File: src/rtl/nbit_rr_mux.sv
// nbit_rr_mux: merges 2**SELECT_WIDTH single-bit sources into one registered
// output stream with a valid/ready handshake. Each transfer carries the data
// bit plus the index of the source that supplied it.
//
// Arbitration:
//   default                     - round-robin. The scan starts one index past
//                                 the last grant, so a source that keeps its
//                                 request high ranks behind every other source.
//   MUX_FIXED_PRIORITY_EN       - fixed priority, lowest index wins; no
//                                 last-grant state is kept.
//
// A grant loads whenever some source requests and the output register is
// either empty or being drained in the same cycle. The granted source gets a
// one-cycle one-hot MuxAck pulse together with the load.

module nbit_rr_mux #(
    parameter int SELECT_WIDTH = 4
) (
    input  logic                          Clk,
    input  logic                          Reset,
    input  logic [(1<<SELECT_WIDTH)-1:0]  MuxReq,
    input  logic [(1<<SELECT_WIDTH)-1:0]  MuxIn,
    output logic [(1<<SELECT_WIDTH)-1:0]  MuxAck,
    output logic                          MuxOut,
    output logic [SELECT_WIDTH-1:0]       MuxSel,
    output logic                          MuxOutValid,
    input  logic                          MuxOutReady
);

    localparam int N = 1 << SELECT_WIDTH;

    typedef enum logic {
        ST_EMPTY = 1'b0,
        ST_FULL  = 1'b1
    } state_t;

    state_t                  r_state;
    logic                    r_out;
    logic [SELECT_WIDTH-1:0] r_sel;
    logic [N-1:0]            r_ack;

    logic                    w_any_req;
    logic                    w_load;
    logic [SELECT_WIDTH-1:0] w_grant;
    logic [N-1:0]            w_grant_onehot;

    // A new transfer can enter when the register is empty or drains this cycle;
    // a ready asserted while empty has no effect.
    assign w_any_req = |MuxReq;
    assign w_load    = w_any_req && ((r_state == ST_EMPTY) || MuxOutReady);

`ifdef MUX_FIXED_PRIORITY_EN

    // Fixed priority: the lowest-numbered requesting source wins.
    always_comb begin
        logic found;
        found   = 1'b0;
        w_grant = '0;
        for (int i = 0; i < N; i++) begin
            if (!found && MuxReq[i]) begin
                found   = 1'b1;
                w_grant = SELECT_WIDTH'(i);
            end
        end
    end

`else

    logic [SELECT_WIDTH-1:0] r_last_grant;

    // Round-robin: scan last+1, last+2, ... wrapping modulo N. The last
    // granted index comes at the end of the scan (offset N), which is what
    // ranks a still-requesting source behind all the others.
    always_comb begin
        logic                    found;
        logic [SELECT_WIDTH-1:0] idx;
        found   = 1'b0;
        idx     = '0;
        w_grant = '0;
        for (int off = 1; off <= N; off++) begin
            idx = r_last_grant + SELECT_WIDTH'(off);
            if (!found && MuxReq[idx]) begin
                found   = 1'b1;
                w_grant = idx;
            end
        end
    end

    // Last-grant pointer: restarts so the first scan begins at index 0, and
    // only advances on an actual load (holds during backpressure).
    always_ff @(posedge Clk) begin
        if (Reset) begin
            r_last_grant <= SELECT_WIDTH'(N - 1);
        end else if (w_load) begin
            r_last_grant <= w_grant;
        end
    end

`endif

    // One-hot decode of the grant index, one bit per source.
    generate
        for (genvar gi = 0; gi < N; gi++) begin : g_onehot
            assign w_grant_onehot[gi] = (w_grant == SELECT_WIDTH'(gi));
        end
    endgenerate

    // Output-register FSM: EMPTY -> FULL on load; FULL stays FULL on load or
    // stall and returns to EMPTY when the consumer takes the last transfer.
    // MuxOut/MuxSel keep their values when the register empties.
    always_ff @(posedge Clk) begin
        if (Reset) begin
            r_state <= ST_EMPTY;
            r_out   <= 1'b0;
            r_sel   <= '0;
            r_ack   <= '0;
        end else begin
            r_ack <= '0;
            if (w_load) begin
                r_state <= ST_FULL;
                r_out   <= MuxIn[w_grant];
                r_sel   <= w_grant;
                r_ack   <= w_grant_onehot;
            end else begin
                case (r_state)
                    ST_EMPTY: r_state <= ST_EMPTY;
                    ST_FULL:  r_state <= MuxOutReady ? ST_EMPTY : ST_FULL;
                    default:  r_state <= ST_EMPTY;
                endcase
            end
        end
    end

    assign MuxOutValid = (r_state == ST_FULL);
    assign MuxOut      = r_out;
    assign MuxSel      = r_sel;
    assign MuxAck      = r_ack;

endmodule

File: config.mk
export PLATFORM = sky130hd
export DESIGN_NAME = nbit_rr_mux
export DESIGN_NICKNAME = d
export VERILOG_FILES = /design/src/rtl/nbit_rr_mux.sv
export SDC_FILE = /design/constraint.sdc
export NUM_CORES = 1
export LEC_CHECK = 0
export CAP_MARGIN = 20
export CORE_AREA = 2 2 82 84
export DETAILED_ROUTE_END_ITERATION = 7
export DIE_AREA = 0 0 84 86
export PLACE_DENSITY = 0.81
export SKIP_LAST_GASP = 1
export SLEW_MARGIN = 25
export SYNTH_ARGS = -nofsm -noshare
export SYNTH_HDL_FRONTEND = slang
export SYNTH_SLANG_ARGS = --single-unit
File: constraint.sdc
create_clock -name Clk -period 8.4 [get_ports Clk]
set_input_delay 0.84 -clock Clk [delete_from_list [all_inputs] [get_ports Clk]]
set_output_delay 0.84 -clock Clk [all_outputs]
set_load 0.02 [all_outputs]
==> flow_metrics.py, run 1 <==
metrics = {
    "die": {
        "die_w_um": 84,
        "dieArea_um2": 7224,
        "rows": 29,
        "ios": 57,
        "core_um2": 6277,
        "chipHeight_um": 86,
        "start_util_pct": 54.34,
    },
    "placed_design": {
        "gp_congestion": 0.9686,
        "hpwl_um": 7964,
        "place_area_um2": 3999,
        "io_buffers": 56,
        "preCtsSetupSlack_ns": 2.825,
    },
    "global_routing": {
        "grt-busiest-layer": "met2",
        "antenna_found_initial": 0,
        "grt_max_degree": 32,
        "grt_overflow": 0,
        "grt_pass1_vias": 3340,
        "grt_pass1_wl_um": 16850,
        "grt.met3_usage_pct": 4.331,
        "grt_use_met1_pct": 40.72,
        "grt_use_total_pct": 28.88,
        "grt_use_met2_pct": 46.33,
    },
    "drt": {
        "drt-wirelength-per-cell_um": 20.40,
        "first_pass_iters": 5,
        "via_per_inst": 6.973,
        "vias": 3598,
        "remaining_drc_errors": 0,
        "ant_nets": 0,
        "routed_wl_um": 10520,
        "drt-initial-drc-count": 434,
    },
    "synth": {
        "ys_seq_area_share_pct": 15.26,
        "synth_ff_type": "dfxtp_1",
        "ys_seq_elements": 26,
        "synth_cells": 397,
        "syn_nets": 440,
        "yosys_warnings": 0,
        "synth-edff-count": 0,
        "yosys.cell_count.top_type": "mux2i_1",
        "synth_top_area_share_pct": 15.26,
        "synth_area_um2": 3411,
        "postSynthAreaPerCell_um2": 8.591,
        "synth_area_leader_cell": "dfxtp_1",
        "netlist_top_cells_area": "dfxtp_1 15%, mux2i_1 15%, mux4_2 15%",
        "synthDistinctLibCells": 65,
        "synth_common_cells": "52 x mux2i_1, 41 x nor2_1, 30 x nand2_1, 26 x dfxtp_1, 22 x mux4_2",
        "async_flop_share_pct": 0,
    },
    "cells_and_area": {
        "area_growth_pct": 18.86,
        "layout-drive-gt1-share_pct": 12.07,
        "nNetsFinal": 483,
        "n_antenna_cell": 0,
        "fin_util_pct": 64.58,
        "fill_cells": 530,
        "fin_area_um2": 4054,
    },
    "timing": {
        "fin_ws_ns": 2.685,
        "fin_setup_tns_ns": 0,
        "rsz0062_at_grt": "no",
        "report.final.hold_viol_count": 0,
        "period_share_pct": 68.04,
        "finalCriticalPeriod_ns": 5.715,
        "max_freq_mhz": 175.0,
        "slew_viol_final": 0,
        "finClkSkew_ns": 0.005337,
        "tightest_slew_ns": 1.008,
        "setup_violations": 0,
        "slew_headroom_pct": 32.69,
    },
    "worst_setup_path": {
        "path_class": "reg -> reg",
        "cpPeakStageDelay_ns": 0.99,
        "end_kind": "flip-flop",
        "path_max_fanout": 23,
        "start_kind": "flip-flop",
        "cp.arrival_ns": 5.85,
        "required_ns": 8.53,
        "critPathSlowestCell": "dfxtp_1",
        "crit_family": "simple AND/OR/NAND/NOR gates",
        "path_cells": "clkinv_1 -> ha_1 -> inv_1 -> mux4_2 -> nor4_4 -> nand4_4 -> o41ai_2 -> o22ai_2 -> mux2_1 -> or3_1 -> a41oi_1 -> a311oi_1",
        "critPathBufInv": 2,
    },
    "clock_network": {
        "cts.clk_slew.worst_paths_ns": 0.09,
        "cts.sinks": 26,
        "cts_buffers": 3,
        "clk_latency_ns": 0.27,
        "h-tree-depth": 1,
        "cts_hold_buffers": 0,
        "cts_tree": "built",
        "cts_setup_buffers": 0,
        "clockBufferDepth": 2,
        "cts.repair.resized": 0,
        "cts_root_buf": "clkbuf_8",
    },
    "status": {
        "status": "complete, no violations",
    },
    "min_path": {
        "holdCritPathClass": "reg -> reg",
    },
    "job": {
        "drv_cap": 0,
    },
}
flip-flops by register name, indices dropped and copies added, names as in the netlist:
register	count
MuxOut	1
MuxOutValid	1
MuxSel	4
MuxAck	16
r_last_grant	4
worst paths after layout:
check,start,endpoint,slack (ns),cells after the start
max,r_last_grant[2]$_SDFFE_PP1P_,MuxOut$_SDFFE_PP0P_,2.68,12
min,MuxSel[2]$_SDFFE_PP0P_,MuxSel[2]$_SDFFE_PP0P_,0.47,2
max reg2reg,r_last_grant[2]$_SDFFE_PP1P_,MuxOut$_SDFFE_PP0P_,2.68,12
min reg2reg,MuxSel[2]$_SDFFE_PP0P_,MuxSel[2]$_SDFFE_PP0P_,0.47,2
cell usage in the layout (no fill, tap or decap), types with 9 or more instances in the layout:
cell type and n:
clkdlybuf4s50_1 56, nand3_1 13, nor2_1 41, nand2_1 30, mux2_2 14, dfxtp_1 26
inv_1 9, nor3_1 13, mux4_2 22, nand2b_1 13, mux2i_1 52, a21oi_1 21
cell families (layout without fill, tap and decap cells):
logic type	Yosys count	count (layout)	share of synthesized area (%)
flip-flops	26	26	15.26
XOR/XNOR	14	14	3.815
AO/OA/AOI/OAI	87	87	18.16
buffers and inverters	33	75	4.292
AND/OR/NAND/NOR	140	140	20.80
adder cells (fa/ha/maj)	8	8	2.935
multiplexers	89	89	34.74
through the flow:
stage | hold WS, ns | std cells
after global routing | 0.4998 | 516
final | 0.4729 | 516
after detailed placement | 0.4530 | 512
after CTS | 0.4733 | 516
after global placement | 0.4468 | 512
after floorplan | 0.5345 | 397
tightest hold or removal path: cells and delay by family, from the launching register on:
family / cells / cell delay (ns)
compound gates: 1 / 0.05
flops: 1 / 0.32
simple gates: 1 / 0.05
metal layers:
layer / vias to the layer above / part of all wire [%]
met5: - / 0
met4: 0 / 3.1
met3: 35 / 10
met2: 228 / 46
met1: 1716 / 41
li1: 1619 / -
final cells by class:
cell class                      instances  area, µm²  share of cell area (%)
Tap cell                               77      96.34                   2.377
Sequential cell                        26      520.5                   12.84
Timing Repair Buffer                   60      590.6                   14.57
Clock buffer                            4      55.05                   1.358
Inverter                               11      41.29                   1.019
Multi-Input combinational cell        338       2750                   67.84
Power of run 1 is not shown: default switching activity piles up to over one toggle a cycle in this logic, so the estimate is an artifact.
==> inputs of run 2 (changes only) <==
==> constraint.sdc (replaced) <==
create_clock -name Clk -period 5.3 [get_ports Clk]
set_input_delay 0.53 -clock Clk [delete_from_list [all_inputs] [get_ports Clk]]
set_output_delay 0.53 -clock Clk [all_outputs]
set_load 0.02 [all_outputs]
==> run 2 against run 1 <==
Setup slack lost 2.3 ns. Via count decreased by 0.42%. Wire length up 1.1%. Global-route usage grew 0.21 points. Highest routed layer unchanged. Largest cell class unchanged. Clock skew down 0.00091 ns. Utilization grew 0.76 points. Design area up 1.2%.
==> flow_metrics.py, run 2 (synthesized netlist as in run 1, its figures left out) <==
metrics = {
    "die": {
        "rows": 29,
        "chipHeight_um": 86,
        "dieArea_um2": 7224,
        "ios": 57,
        "die_w_um": 84,
        "start_util_pct": 54.34,
        "core_um2": 6277,
    },
    "clock_network": {
        "cts.clk_slew.worst_paths_ns": 0.08,
        "cts_buffers": 3,
        "clockBufferDepth": 2,
        "cts_hold_buffers": 0,
        "h-tree-depth": 1,
        "cts_root_buf": "clkbuf_8",
        "cts_setup_buffers": 0,
        "cts_tree": "built",
        "cts.repair.resized": 0,
        "clk_latency_ns": 0.27,
        "cts.sinks": 26,
    },
    "timing": {
        "fin_setup_tns_ns": 0,
        "setup_violations": 0,
        "report.final.hold_viol_count": 0,
        "slew_viol_final": 0,
        "finalCriticalPeriod_ns": 4.868,
        "max_freq_mhz": 205.4,
        "fin_ws_ns": 0.4318,
        "finClkSkew_ns": 0.004426,
        "hold_slack_ns": 0.4671,
        "slew_headroom_pct": 51.82,
        "period_share_pct": 91.85,
        "tightest_slew_ns": 0.7227,
        "rsz0062_at_grt": "no",
    },
    "global_routing": {
        "grt_max_degree": 32,
        "grt_overflow": 0,
        "grt_pass1_vias": 3342,
        "grt_use_total_pct": 29.08,
        "antenna_found_initial": 0,
        "grt_pass1_wl_um": 17080,
    },
    "drt": {
        "drt-initial-drc-count": 321,
        "routed_wl_um": 10650,
        "vias": 3583,
        "remaining_drc_errors": 0,
        "via_per_inst": 6.838,
        "first_pass_iters": 5,
        "drt-wirelength-per-cell_um": 20.31,
        "ant_nets": 0,
    },
    "placed_design": {
        "io_buffers": 56,
        "preCtsSetupSlack_ns": 0.5156,
        "place_area_um2": 4060,
        "hpwl_um": 8239,
        "gp_congestion": 1.017,
    },
    "worst_setup_path": {
        "cp_common_cell": "mux2i_1",
        "crit_family": "multiplexers",
        "required_ns": 5.42,
        "cpPeakStageDelay_ns": 0.79,
        "path_class": "reg -> reg",
        "start_kind": "flip-flop",
        "critPathBufInv": 2,
        "path_cells": "inv_1 -> ha_1 -> mux2i_1 -> mux2i_1 -> mux4_2 -> nor4_4 -> nand4_4 -> o41ai_2 -> o22ai_1 -> buf_4 -> mux2_1 -> or3_1 -> a41oi_1 -> a311oi_1",
        "path_max_fanout": 15,
        "cp.arrival_ns": 4.99,
        "end_kind": "flip-flop",
        "critPathSlowestCell": "ha_1",
    },
    "cells_and_area": {
        "fin_area_um2": 4101,
        "layout-drive-gt1-share_pct": 13.42,
        "layout_commonest_cell": "clkdlybuf4s50_1",
        "largest_reg_flops": 16,
        "final_cell_mix": "56 x clkdlybuf4s50_1, 52 x mux2i_1, 41 x nor2_1",
        "area_growth_pct": 20.25,
        "n_antenna_cell": 0,
        "nNetsFinal": 492,
    },
    "min_path": {
        "holdCritPathClass": "reg -> reg",
    },
    "status": {
        "status": "complete, no violations",
    },
    "job": {
        "drv_cap": 0,
    },
}
[run 2: cell count changes in the layout (fill, tap and decap cells not counted)]
cell and delta:
buf_4 +9, clkbuf_8 -1, o22ai_1 +1, o22ai_2 -1
[run 2: cell type report]
| type | count | area [µm²] |
|---|---|---|
| tap | 77 | 96.34 |
| fill | 538 | 2176 |
| multi-input combinational | 338 | 2744 |
| clock buffer | 3 | 41.29 |
| inverter | 11 | 41.29 |
| timing repair buffer | 69 | 658.1 |
| sequential | 26 | 520.5 |
[run 2: path summary, 6_finish.rpt]
path	startpoint	end	slack (ns)	cells after the start
max	r_last_grant[1]$_SDFFE_PP1P_	MuxOut$_SDFFE_PP0P_	0.43	14
min	MuxSel[2]$_SDFFE_PP0P_	MuxSel[2]$_SDFFE_PP0P_	0.47	2
max reg2reg	r_last_grant[1]$_SDFFE_PP1P_	MuxOut$_SDFFE_PP0P_	0.43	14
min reg2reg	MuxSel[2]$_SDFFE_PP0P_	MuxSel[2]$_SDFFE_PP0P_	0.47	2
[run 2: metal layers]
| metal | track usage [%] | vias to the layer above | wire (µm) |
|---|---|---|---|
| li1 | - | 1632 | - |
| met1 | 37.96 | 1698 | 4168 |
| met2 | 47.85 | 222 | 4989 |
| met3 | 6.833 | 31 | 1104 |
| met4 | 9.384 | 0 | 382 |
| met5 | 0 | - | 0 |
[run 2: worst register-to-register path, delay by kind of cell, from the launching register on]
kind	cells	cell delay, ns
AOI/OAI and AO/OA	4	0.80
adders and majority gates	1	0.79
buffers and inverters	2	0.35
DFF	1	0.34
muxes	4	1.43
and+or+nand+nor	3	1.01
[run 2: per-stage QoR]
stage	instances	util (%)
after floorplan	397	-
after global placement	521	64.68
after detailed placement	521	64.68
after CTS	524	65.34
after global routing	524	65.34
final	524	65.34
Power of run 2 is left out for the same reason.
==> inputs of run 3 (changes only) <==
==> constraint.sdc (replaced) <==
create_clock -name Clk -period 5.3 [get_ports Clk]
set_input_delay 1.59 -clock Clk [delete_from_list [all_inputs] [get_ports Clk]]
set_output_delay 1.59 -clock Clk [all_outputs]
set_load 0.02 [all_outputs]
==> run 3 against run 2 <==
Worst hold slack better by 0.011 ns. Register-to-register slack improved by 0.16 ns. Wire length rose by 2.7%. First-iteration DRC count down 20%. Global-route usage increased by 1.2 points. Highest routed layer unchanged. Critical path type is now in -> reg. Clock skew is 0.0023 ns lower. Die area did not move.
==> flow_metrics.py, run 3 (synthesized netlist as in run 1, its figures left out) <==
metrics = {
    "status": {
        "status": "complete, no violations",
    },
    "global_routing": {
        "grt_use_total_pct": 30.32,
        "antenna_found_initial": 0,
        "grt_max_degree": 32,
        "grt-busiest-layer": "met2",
        "grt.met3_usage_pct": 6.449,
        "grt_use_met2_pct": 48.29,
        "grt_use_met1_pct": 40.31,
        "grt_pass1_vias": 3446,
        "grt_pass1_wl_um": 17710,
        "grt_overflow": 0,
    },
    "clock_network": {
        "cts_tree": "built",
        "cts.repair.resized": 0,
        "cts_setup_buffers": 0,
        "cts.sinks": 26,
        "cts.clk_slew.worst_paths_ns": 0.08,
        "cts_hold_buffers": 0,
        "clockBufferDepth": 2,
        "cts_root_buf": "clkbuf_8",
        "cts_buffers": 3,
        "clk_latency_ns": 0.26,
        "h-tree-depth": 1,
    },
    "worst_setup_path": {
        "reg2reg_depth": 13,
        "end_kind": "flip-flop",
        "r2r_start": "r_last_grant[1]$_SDFFE_PP1P_",
        "cp.arrival_ns": 5.21,
        "crit_start": "MuxReq[12]",
        "required_ns": 5.45,
        "start_kind": "input pin",
        "regToRegSetupSlack_ns": 0.59,
        "path_max_fanout": 7,
        "path_class": "in -> reg",
        "rr_endpoint": "MuxOut$_SDFFE_PP0P_",
    },
    "drt": {
        "drt-initial-drc-count": 257,
        "ant_nets": 0,
        "first_pass_iters": 4,
        "remaining_drc_errors": 0,
        "drt-wirelength-per-cell_um": 19.59,
        "via_per_inst": 6.618,
        "routed_wl_um": 10930,
        "vias": 3693,
    },
    "cells_and_area": {
        "layout.cells.non_filler": 558,
        "final_cell_mix": "56 x clkdlybuf4s50_1, 52 x mux2i_1, 47 x buf_4",
        "n_antenna_cell": 0,
        "fin_util_pct": 69.40,
        "nNetsFinal": 526,
        "area_growth_pct": 27.73,
        "layout_commonest_cell": "clkdlybuf4s50_1",
        "largest_reg_flops": 16,
        "layout-drive-gt1-share_pct": 19.54,
        "fill_cells": 493,
    },
    "min_path": {
        "holdPathStages": 2,
        "holdCritPathClass": "reg -> reg",
        "whs_endpoint": "MuxSel[3]$_SDFFE_PP0P_",
        "min-delay-start": "MuxSel[3]$_SDFFE_PP0P_",
    },
    "die": {
        "chipHeight_um": 86,
        "die_w_um": 84,
        "dieArea_um2": 7224,
        "ios": 57,
        "start_util_pct": 54.34,
        "core_um2": 6277,
        "rows": 29,
    },
    "timing": {
        "period_share_pct": 95.48,
        "fin_setup_tns_ns": 0,
        "rsz0062_at_grt": "no",
        "hold_slack_ns": 0.4777,
        "max_freq_mhz": 197.6,
        "finClkSkew_ns": 0.002128,
        "setup_violations": 0,
        "report.final.hold_viol_count": 0,
        "slew_headroom_pct": 39.59,
        "slew_viol_final": 0,
        "finalCriticalPeriod_ns": 5.061,
        "tightest_slew_ns": 0.9061,
    },
    "placed_design": {
        "gp_congestion": 1.044,
        "io_buffers": 56,
        "dpl.cell_count": 555,
        "hpwl_um": 8581,
    },
    "job": {
        "drv_cap": 0,
    },
}
## run 3: cell count changes in the layout (fill, tap and decap cells not counted)
cell / delta
buf_4: +34
## run 3: worst max-delay path, cell delays in order
cell             delay (ns)
clkdlybuf4s50_1        0.42
buf_4                  0.16
mux2i_1                0.27
mux2i_1                0.14
mux4_2                 0.55
nor4_4                 0.44
nand4_4                0.17
o41ai_2                0.37
o22ai_1                0.19
mux2_1                 0.34
or3_1                  0.31
a41oi_1                0.20
a311oi_1               0.06
## run 3: worst max-delay path by stage
stage,to,slack [ns],depth (start not counted)
after floorplan,MuxOut$_SDFFE_PP0P_,0.54,17
after global placement,MuxOut$_SDFFE_PP0P_,0.13,11
after detailed placement,MuxOut$_SDFFE_PP0P_,0.007,13
after CTS,MuxOut$_SDFFE_PP0P_,0.27,13
after global routing,MuxOut$_SDFFE_PP0P_,0.06,13
final,MuxOut$_SDFFE_PP0P_,0.24,13
## run 3: cell type report
cell class / count / area, µm² / area share [%]
clock buffer: 3 / 41.29 / 0.9477
sequential: 26 / 520.5 / 11.95
timing repair buffer: 103 / 913.4 / 20.96
inverter: 11 / 41.29 / 0.9477
tap: 77 / 96.34 / 2.211
multi-input combinational: 338 / 2744 / 62.98
## run 3: per-layer routing
| layer | part of all wire, % | up-vias |
|---|---|---|
| met5 | 0 | - |
| met4 | 4.1 | 0 |
| met3 | 9.1 | 39 |
| met2 | 46 | 209 |
| met1 | 41 | 1742 |
| li1 | - | 1703 |
## run 3: per-stage QoR
step           instance area [µm²]  worst slack (ns)
2_1_floorplan                 3411            0.5406
3_3_place_gp                  4315            0.1337
3_5_place_dp                  4315          0.007418
4_1_cts                       4357            0.2732
5_1_grt                       4357           0.05913
6_report                      4357            0.2394
Power of run 3 is left out for the same reason.
